$ cat config.mk
export PLATFORM = sky130hd
export DESIGN_NAME = systolic_array_nxn_flat
export DESIGN_NICKNAME = d
export VERILOG_FILES = /design/src/rtl/systolic_array_nxn_if.sv /design/src/rtl/systolic_array_nxn.sv /design/src/flat_wrapper.sv
export SDC_FILE = /design/constraint.sdc
export NUM_CORES = 2
export LEC_CHECK = 0
export CAP_MARGIN = 10
export CORE_UTILIZATION = 50
export CTS_BUF_LIST = sky130_fd_sc_hd__clkbuf_4
export DETAILED_ROUTE_END_ITERATION = 8
export GPL_TIMING_DRIVEN = 0
export PLACE_DENSITY = 0.74
export SLEW_MARGIN = 20
export SYNTH_ARGS = -nofsm -noshare
export SYNTH_HDL_FRONTEND = slang
export SYNTH_SLANG_ARGS = --single-unit
export TNS_END_PERCENT = 20
$ cat constraint.sdc
create_clock -name clk -period 8.1 [get_ports clk]
set_clock_uncertainty 0.1 [all_clocks]
set_input_delay 1.62 -clock clk [delete_from_list [all_inputs] [get_ports clk]]
set_output_delay 1.62 -clock clk [all_outputs]
set_load 0.03 [all_outputs]
$ cat src/rtl/systolic_array_nxn_if.sv
// Operand/result handshake bundle for the NxN systolic multiplier.
// master = feeder/sink side, slave = the array.
interface systolic_array_nxn_if #(
  parameter int unsigned DATA_WIDTH = 8,
  parameter int unsigned N          = 3,
  parameter int unsigned ACC_WIDTH  = 2 * DATA_WIDTH + $clog2(N)
);
  logic                       start;
  logic                       in_valid;
  logic                       in_ready;
  logic [N*DATA_WIDTH-1:0]    a_col;
  logic [N*DATA_WIDTH-1:0]    b_row;
  logic                       busy;
  logic                       out_valid;
  logic                       out_ready;
  logic [N*N*ACC_WIDTH-1:0]   c_flat;

  modport master (
    output start, in_valid, a_col, b_row, out_ready,
    input  in_ready, busy, out_valid, c_flat
  );

  modport slave (
    input  start, in_valid, a_col, b_row, out_ready,
    output in_ready, busy, out_valid, c_flat
  );
endinterface

$ cat src/rtl/systolic_array_nxn.sv
// Output-stationary NxN systolic multiplier C = A*B with internal input skew,
// start/busy/done control and a held, handshaked result.
module systolic_array_nxn #(
  parameter int unsigned DATA_WIDTH = 8,
  parameter int unsigned N          = 3,
  parameter int unsigned SIGNED     = 0,
  parameter int unsigned ACC_WIDTH  = 2 * DATA_WIDTH + $clog2(N)
) (
  input logic                 clk,
  input logic                 rst,
  systolic_array_nxn_if.slave bus
);

  localparam int unsigned PROD_W = 2 * DATA_WIDTH;
  localparam int unsigned EXT_W  = ACC_WIDTH - PROD_W;
  localparam int unsigned CNT_W  = $clog2(2 * N);
  localparam bit          IS_SGN = (SIGNED != 0);

  typedef enum logic [1:0] {IDLE, LOAD, DRAIN, DONE} state_t;

  state_t                   state_q, state_d;
  logic [CNT_W-1:0]         cnt_q, cnt_d;
  logic                     in_ready_q, busy_q, out_valid_q;
  logic [N*N*ACC_WIDTH-1:0] c_flat_q;
  logic [N*N*ACC_WIDTH-1:0] acc_flat;
  logic                     fire, clear, run, capture;

  logic [DATA_WIDTH-1:0]    a_lane [N];
  logic [DATA_WIDTH-1:0]    b_lane [N];
  logic [DATA_WIDTH-1:0]    a_pass [N][N-1];
  logic [DATA_WIDTH-1:0]    b_pass [N-1][N];

  assign fire  = in_ready_q && bus.in_valid;
  assign clear = !rst || (state_q == IDLE && bus.start);
  assign run   = (state_q == LOAD) || (state_q == DRAIN);

  // Next-state: counter holds beat index in LOAD, remaining drain cycles in DRAIN
  always_comb begin
    state_d = state_q;
    cnt_d   = cnt_q;
    capture = 1'b0;
    case (state_q)
      IDLE: begin
        if (bus.start) begin
          state_d = LOAD;
          cnt_d   = '0;
        end
      end
      LOAD: begin
        if (fire) begin
          if (cnt_q == CNT_W'(N - 1)) begin
            state_d = DRAIN;
            cnt_d   = CNT_W'(2 * N - 1);
          end else begin
            cnt_d = cnt_q + CNT_W'(1);
          end
        end
      end
      DRAIN: begin
        if (cnt_q == '0) begin
          state_d = DONE;
          capture = 1'b1;
        end else begin
          cnt_d = cnt_q - CNT_W'(1);
        end
      end
      DONE: begin
        if (bus.out_ready) state_d = IDLE;
      end
      default: state_d = IDLE;
    endcase
  end

  always_ff @(posedge clk) begin
    if (!rst) begin
      state_q     <= IDLE;
      cnt_q       <= '0;
      in_ready_q  <= 1'b0;
      busy_q      <= 1'b0;
      out_valid_q <= 1'b0;
      c_flat_q    <= '0;
    end else begin
      state_q     <= state_d;
      cnt_q       <= cnt_d;
      in_ready_q  <= (state_d == LOAD);
      busy_q      <= (state_d == LOAD) || (state_d == DRAIN);
      out_valid_q <= (state_d == DONE);
      if (capture) c_flat_q <= acc_flat;
    end
  end

  assign bus.in_ready  = in_ready_q;
  assign bus.busy      = busy_q;
  assign bus.out_valid = out_valid_q;
  assign bus.c_flat    = c_flat_q;

  // Input skew: lane i sits behind i+1 registers; idle LOAD/DRAIN cycles inject zeros
  for (genvar gi = 0; gi < N; gi++) begin : g_skew
    logic [DATA_WIDTH-1:0] a_sr [0:gi];
    logic [DATA_WIDTH-1:0] b_sr [0:gi];

    always_ff @(posedge clk) begin
      if (clear) begin
        for (int k = 0; k <= gi; k++) begin
          a_sr[k] <= '0;
          b_sr[k] <= '0;
        end
      end else if (run) begin
        a_sr[0] <= fire ? bus.a_col[gi*DATA_WIDTH +: DATA_WIDTH] : '0;
        b_sr[0] <= fire ? bus.b_row[gi*DATA_WIDTH +: DATA_WIDTH] : '0;
        for (int k = 1; k <= gi; k++) begin
          a_sr[k] <= a_sr[k-1];
          b_sr[k] <= b_sr[k-1];
        end
      end
    end

    assign a_lane[gi] = a_sr[gi];
    assign b_lane[gi] = b_sr[gi];
  end

  for (genvar gi = 0; gi < N; gi++) begin : g_row
    for (genvar gj = 0; gj < N; gj++) begin : g_pe
      logic [DATA_WIDTH-1:0] a_in, b_in;
      logic [PROD_W-1:0]     prod;
      logic [ACC_WIDTH-1:0]  prod_ext;
      logic [ACC_WIDTH-1:0]  acc_q;

      if (gj == 0) begin : g_a_edge
        assign a_in = a_lane[gi];
      end else begin : g_a_int
        assign a_in = a_pass[gi][gj-1];
      end

      if (gi == 0) begin : g_b_edge
        assign b_in = b_lane[gj];
      end else begin : g_b_int
        assign b_in = b_pass[gi-1][gj];
      end

      // Low 2W bits of the extended-operand product equal the true signed/unsigned product
      assign prod = {{DATA_WIDTH{IS_SGN && a_in[DATA_WIDTH-1]}}, a_in}
                  * {{DATA_WIDTH{IS_SGN && b_in[DATA_WIDTH-1]}}, b_in};
      assign prod_ext = {{EXT_W{IS_SGN && prod[PROD_W-1]}}, prod};

      always_ff @(posedge clk) begin
        if (clear) begin
          acc_q <= '0;
        end else if (run) begin
          acc_q <= acc_q + prod_ext;
        end
      end

      assign acc_flat[(gi*N+gj)*ACC_WIDTH +: ACC_WIDTH] = acc_q;

      if (gj < N - 1) begin : g_a_fwd
        logic [DATA_WIDTH-1:0] a_q;
        always_ff @(posedge clk) begin
          if (clear) a_q <= '0;
          else if (run) a_q <= a_in;
        end
        assign a_pass[gi][gj] = a_q;
      end

      if (gi < N - 1) begin : g_b_fwd
        logic [DATA_WIDTH-1:0] b_q;
        always_ff @(posedge clk) begin
          if (clear) b_q <= '0;
          else if (run) b_q <= b_in;
        end
        assign b_pass[gi][gj] = b_q;
      end
    end
  end

endmodule

$ cat src/flat_wrapper.sv
// flat-port wrapper written by rule: the top's interface ports become plain ports
module systolic_array_nxn_flat 
#(
  parameter int unsigned DATA_WIDTH = 8,
  parameter int unsigned N          = 3,
  parameter int unsigned SIGNED     = 0,
  parameter int unsigned ACC_WIDTH  = 2 * DATA_WIDTH + $clog2(N)
)
  (clk, rst, bus_start, bus_in_valid, bus_a_col, bus_b_row, bus_out_ready, bus_in_ready, bus_busy, bus_out_valid, bus_c_flat);
  systolic_array_nxn_if #(.DATA_WIDTH(DATA_WIDTH), .N(N), .ACC_WIDTH(ACC_WIDTH)) bus_i ();
  input logic clk;
  input logic rst;
  input wire logic [$bits(bus_i.start)-1:0] bus_start;
  input wire logic [$bits(bus_i.in_valid)-1:0] bus_in_valid;
  input wire logic [$bits(bus_i.a_col)-1:0] bus_a_col;
  input wire logic [$bits(bus_i.b_row)-1:0] bus_b_row;
  input wire logic [$bits(bus_i.out_ready)-1:0] bus_out_ready;
  output wire logic [$bits(bus_i.in_ready)-1:0] bus_in_ready;
  output wire logic [$bits(bus_i.busy)-1:0] bus_busy;
  output wire logic [$bits(bus_i.out_valid)-1:0] bus_out_valid;
  output wire logic [$bits(bus_i.c_flat)-1:0] bus_c_flat;
  assign bus_i.start = bus_start;
  assign bus_i.in_valid = bus_in_valid;
  assign bus_i.a_col = bus_a_col;
  assign bus_i.b_row = bus_b_row;
  assign bus_i.out_ready = bus_out_ready;
  assign bus_in_ready = bus_i.in_ready;
  assign bus_busy = bus_i.busy;
  assign bus_out_valid = bus_i.out_valid;
  assign bus_c_flat = bus_i.c_flat;
  systolic_array_nxn #(.DATA_WIDTH(DATA_WIDTH), .N(N), .SIGNED(SIGNED), .ACC_WIDTH(ACC_WIDTH)) u_core (.clk(clk), .rst(rst), .bus(bus_i));
endmodule
# ---- Word level (Yosys, flattened, before mapping)
# Memory sizes are Yosys's and may differ from the RTL's.
# Cells that the tools add are included.
dict set report word_totals {
  ff_bits 428
  ram_bits 96
  input_bits 53
  output_inout_bits 165
  word_cells 123
  memories 6
}
# memory words width rd rd_ports_with_merged_regs wr line_no
set mem_list {}
lappend mem_list {{u_core.g_skew[2].a_sr} 3 8 3 0 3 systolic_array_nxn.sv:99} ;# logic [DATA_WIDTH-1:0] a_sr [0:gi];
lappend mem_list {{u_core.g_skew[2].b_sr} 3 8 3 0 3 systolic_array_nxn.sv:100} ;# logic [DATA_WIDTH-1:0] b_sr [0:gi];
lappend mem_list {{u_core.g_skew[1].a_sr} 2 8 2 0 2 systolic_array_nxn.sv:99}
lappend mem_list {{u_core.g_skew[1].b_sr} 2 8 2 0 2 systolic_array_nxn.sv:100}
lappend mem_list {{u_core.g_skew[0].a_sr} 1 8 1 0 1 systolic_array_nxn.sv:99}
lappend mem_list {{u_core.g_skew[0].b_sr} 1 8 1 0 1 systolic_array_nxn.sv:100}
dict set report op_classes {
  n_addsub 11
  multipliers 9
  n_eq_ne 10
  n_mux 38
  bitwise 10
  reduce_logical 12
}
# operator count
set op_table {}
lappend op_table {{adder 18 x 16 -> 18 bit} 9}
lappend op_table {{multiplier 8 x 8 -> 16 bit} 9}
lappend op_table {{two-way mux 8 bit} 18}
lappend op_table {{OR reduction 8 bit} 2}
lappend op_table {{two-way mux 3 bit} 4}
lappend op_table {{two-way mux 2 bit} 5}
lappend op_table {{bitwise OR 1 bit} 10}
lappend op_table {{two-way mux 1 bit} 9}
lappend op_table {{one-hot mux 3 bit (3 select lines)} 1}
lappend op_table {{equality test 2 bit (second input constant)} 4}
lappend op_table {{one-hot mux 2 bit (4 select lines)} 1}
lappend op_table {{equality test 2 x 1 -> 1 bit (second input constant)} 2}
lappend op_table {{!= test 2 bit (second input constant)} 2}
lappend op_table {{AND reduction 4 bit} 1}
lappend op_table {{adder 3 x 1 -> 3 bit (second input constant)} 1}
lappend op_table {{equality test 3 x 2 -> 1 bit (second input constant)} 1}
lappend op_table {{zero test 3 bit} 1}
lappend op_table {{logical OR 1 bit} 3}
lappend op_table {{nonzero test 3 bit} 1}
lappend op_table {{subtractor 3 x 1 -> 3 bit (second input constant)} 1}
lappend op_table {{logical AND 1 bit} 2}
lappend op_table {{zero test 2 bit} 1}
lappend op_table {{!= test 2 x 1 -> 1 bit (second input constant)} 1}
lappend op_table {{zero test 1 bit} 1}

# ---- Depth between registers and ports, before layout
dict set report depth {
  depth_word 7
  depth_mapped 19
  mapped_depth_nobuf 18
}

# ---- Least setup slack after synthesis
# Ideal clock, no wire load.
dict set report synth_path {
  path_type {in2reg}
  from {in rst}
  to {reg u_core.g_row[0].g_pe[0].acc_q[14]}
  setup_ns 0.154
  arrival_time_ns 4.972
  required_time_ns 7.846
  slack_ns 2.874
  stages 5
  n_path_buf 1
  path_cell_list {buf_2 > nand2_1 > nor2_1 > clkinv_1 > o221ai_1}
}
dict set report synth_between {
  elab_chain_cells 2
}
# element line_no
set synth_rtl {}
lappend synth_rtl {{start: declaration} flat_wrapper.sv:12} ;# input logic rst;
lappend synth_rtl {{zero test 1 bit} systolic_array_nxn.sv:34} ;# assign clear = !rst || (state_q == IDLE && bus.start);
lappend synth_rtl {{logical OR 1 bit} systolic_array_nxn.sv:34}
lappend synth_rtl {{end signal: assignment} systolic_array_nxn.sv:150} ;# acc_q <= acc_q + prod_ext;
lappend synth_rtl {{end: declaration} systolic_array_nxn.sv:127} ;# logic [ACC_WIDTH-1:0] acc_q;
# No other way between the ends.
# A chain may end at the register's enable or synchronous reset.

# ---- Worst setup path in the final report
dict set report layout_path {
  from {reg u_core.g_row[0].g_pe[2].g_b_fwd.b_q[4]}
  to {reg u_core.g_row[1].g_pe[2].acc_q[17]}
}
dict set report layout_between {
  elab_chain_cells 2
}
# element line_no
set layout_rtl {}
lappend layout_rtl {{start: declaration} systolic_array_nxn.sv:166} ;# logic [DATA_WIDTH-1:0] b_q;
lappend layout_rtl {{start signal: assignment} systolic_array_nxn.sv:169} ;# else if (run) b_q <= b_in;
lappend layout_rtl {{multiplier 8 x 8 -> 16 bit} systolic_array_nxn.sv:143} ;# * {{DATA_WIDTH{IS_SGN && b_in[DATA_WIDTH-1]}}, b_in};
lappend layout_rtl {{adder 18 x 16 -> 18 bit} systolic_array_nxn.sv:150}
lappend layout_rtl {{end signal: assignment} systolic_array_nxn.sv:150}
lappend layout_rtl {{end: declaration} systolic_array_nxn.sv:127}
# No other way between the ends.

==> reports/metrics.cfg <==
[routing]
route.met2.wl_um=55700
drcViolationCount=0
vias=34085
firstDrtPassIters=6
maxUsedRoutingLayer=met4
vias_per_cell=5.30
routed_wl_um=120000
met3_length_um=9530
wl_per_cell_um=18.7
first_iter_violations=2627
ant_nets=0
m1WireLength_um=50100

[global_route]
antenna_found_initial=2
grt_pass1_wl_um=188000
grt_max_degree=79
first_global_vias=33953
grt_overflow_total=0
track_usage=0.282

[final_layout]
fin_nets=6053
seq_area_um2=11500
drive_gt1_frac=0.0589
multiInputGateArea_um2=27200
area_growth_pct=13.0
stdcell_area_um2=48400
final_core_utilization=0.575
fillCellCount=7535

[clock_tree]
clock_latency_ns=1.08
clock_path_buffers=3
post_cts_buffers=0
numCtsBuffers=147
ctsHoldBuffers=0
post_cts_resized=0
cts_tree=yes
cts_sinks=524
clockRootBuffer=clkbuf_4
htree_levels=4
cts.clk_slew.worst_paths_ns=0.07

[synth]
syn_inst=4811
synth_area_um2=42900
synth_top_area_share=0.210
ys_seq_area_frac=0.267
synth_cell_types=73
syn-mean-instance-area_um2=8.91
synth-edff-count=96
ys_seq_elements=524
netlist_top_cells_area=fa_1 21%, dfxtp_1 20%, ha_1 11%
ys.flop_type=dfxtp_1
yosysWarnings=0
ys_async_sr_fraction=0
syn_nets=5686
yosysTopAreaCell=fa_1

[min_path]
holdCritPathClass=reg -> reg

[timing]
hold_viol_final=0
setup_viol=0
worst_pin_slew_ns=1.23
fin_hold_ws_ns=0.349
slew_headroom=0.181
fin_crit_sh=0.659
drv_slew=0
final.min_clock_period_ns=5.33
fmax_mhz=187
setup_slack_ns=2.77
grt_setup_unrepaired=no

[floorplan]
die_x_um=295
fp-row-count=106
start_util=0.509
die_h_um=295
dieArea_um2=86900
io-pin-count=218
core_area_um2=84200

[power]
p_per_area_nw_per_um2=125
vdd_drop_max_uv=111
power_leakage_nw=22.9
power_mw=6.05

[worst_setup_path]
end_kind=flip-flop
startpoint_type=flip-flop
cp.arrival_ns=6.22
cp_max_fo=10
crit_required_ns=8.99
critPathKind=reg -> reg

[outcome]
status=finished clean

[place]
post_dp_cell_area_um2=46500
pre_cts_ws_ns=2.85
gp_congestion=0.966
dpl.hpwl_um=93200
port_buffers=216

[run]
max_cap_viol_count=0

[cells in the final DEF (no fill, tap or decap), types with 14 or more instances in the layout]
master           netlist  layout
a211oi_1              28      28
a21boi_0             165     165
a21o_1                50      50
a21oi_1              104     104
and2_1               368     368
and3_1                60      60
buf_2                 35      38
clkbuf_1             167     156
clkbuf_4               0     223
clkdlybuf4s50_1        0     216
clkinv_1               1      14
dfxtp_1              428     428
edfxtp_1              96      96
fa_1                 450     450
ha_1                 372     372
inv_1                877     877
mux2i_1              181     181
nand2_1              700     700
nand2b_1              22      22
nand3_1               23      23
nor2_1               263     262
nor2b_1               24      24
nor3_1                31      31
o21a_1                24      24
o21ai_0               78      78
o21ai_1               19      19
xnor2_1               37      37
xor2_1                44      44
[power breakdown]
| group | leakage (nW) | internal, mW | total, mW | switching (mW) |
|---|---|---|---|---|
| clock network | 1.13 | 1.32 | 2.54 | 1.22 |
| logic | 17.2 | 0.213 | 0.700 | 0.486 |
| registers | 4.52 | 2.72 | 2.81 | 0.0844 |
| total | 22.9 | 4.26 | 6.05 | 1.79 |
[per-layer routing]
metal / global-route usage / vias up
li1: - / 15895
met1: 0.367 / 16588
met2: 0.457 / 1331
met3: 0.0535 / 271
met4: 0.124 / 0
met5: 0 / -
[layout make-up]
cell class,instances,share of cell area
well taps,1134,0.0293
diodes,11,0.000568
clock inverters,32,0.00462
inverters,878,0.0682
plain buffers,217,0.0182
clock buffers,223,0.0346
flip-flops and latches,524,0.236
multi-input cells,3192,0.563
repair buffers,218,0.0455
[final timing paths]
path	start	endpoint	slack, ns	cells after the start
setup / recovery	u_core.g_row[0].g_pe[2].g_b_fwd.b_q[4]	u_core.g_row[1].g_pe[2].acc_q[17]	2.77	16
hold / removal	u_core.g_row[0].g_pe[0].acc_q[7]	u_core.bus.c_flat[7]	0.35	2
setup reg to reg	u_core.g_row[0].g_pe[2].g_b_fwd.b_q[4]	u_core.g_row[1].g_pe[2].acc_q[17]	2.77	16
hold reg to reg	u_core.g_row[0].g_pe[0].acc_q[7]	u_core.bus.c_flat[7]	0.35	2
[flip-flops by register name (all words and copies together), names as in the netlist]
register and flops:
u_core.bus.busy 1, u_core.g_row.g_pe.g_a_fwd.a_q 48, u_core.g_skew.a_sr 48, u_core.g_row.g_pe.g_b_fwd.b_q 48, u_core.cnt_q 3, u_core.bus.out_valid 1, u_core.bus.in_ready 1, u_core.g_skew.b_sr 48
u_core.bus.c_flat 162, u_core.g_row.g_pe.acc_q 162, u_core.state_q 2
[Yosys cell counts (5+ instances only)]
cell	number
inv_1	877
nand2_1	700
fa_1	450
dfxtp_1	428
ha_1	372
and2_1	368
nor2_1	263
mux2i_1	181
clkbuf_1	167
a21boi_0	165
a21oi_1	104
edfxtp_1	96
o21ai_0	78
and3_1	60
a21o_1	50
xor2_1	44
xnor2_1	37
buf_2	35
nor3_1	31
a211oi_1	28
nor2b_1	24
o21a_1	24
nand3_1	23
nand2b_1	22
o21ai_1	19
buf_1	14
a31oi_1	12
nand4_1	12
o211ai_1	11
o22ai_1	11
o21bai_1	9
o31a_1	9
o31ai_1	8
a221oi_1	7
a211o_1	5
o221ai_1	5
[kinds of logic (layout without fill, tap and decap cells)]
logic type | count (synthesis) | after routing | synth area share
buffers and inverters | 1095 | 1568 | 0.0971
adders and majority gates | 822 | 822 | 0.319
DFF | 524 | 524 | 0.267
other | 0 | 11 | 0
muxes | 181 | 181 | 0.0423
AOI/OAI and AO/OA | 580 | 580 | 0.0919
and+or+nand+nor | 1528 | 1528 | 0.166
xor gates and xnor gates | 81 | 81 | 0.0166
[critical path, cell delays in order, from the launching register on]
cell	delay (ns)
dfxtp_1	0.31
clkbuf_1	0.56
nand2_1	0.16
fa_1	0.53
inv_1	0.06
fa_1	0.51
fa_1	0.49
inv_1	0.05
fa_1	0.47
inv_1	0.04
ha_1	0.24
or3_1	0.36
o211ai_1	0.26
o21ai_1	0.17
o31ai_1	0.29
mux2i_1	0.42
mux2i_1	0.26
[through the flow]
stage	TNS [ns]	instances
after CTS	0	6418
after detailed placement	0	6163
after floorplan	0	4811
after global routing	0	6426
after global placement	-19.69	6161
final	0	6429
Note: power is estimated with default switching activity, not from simulation.
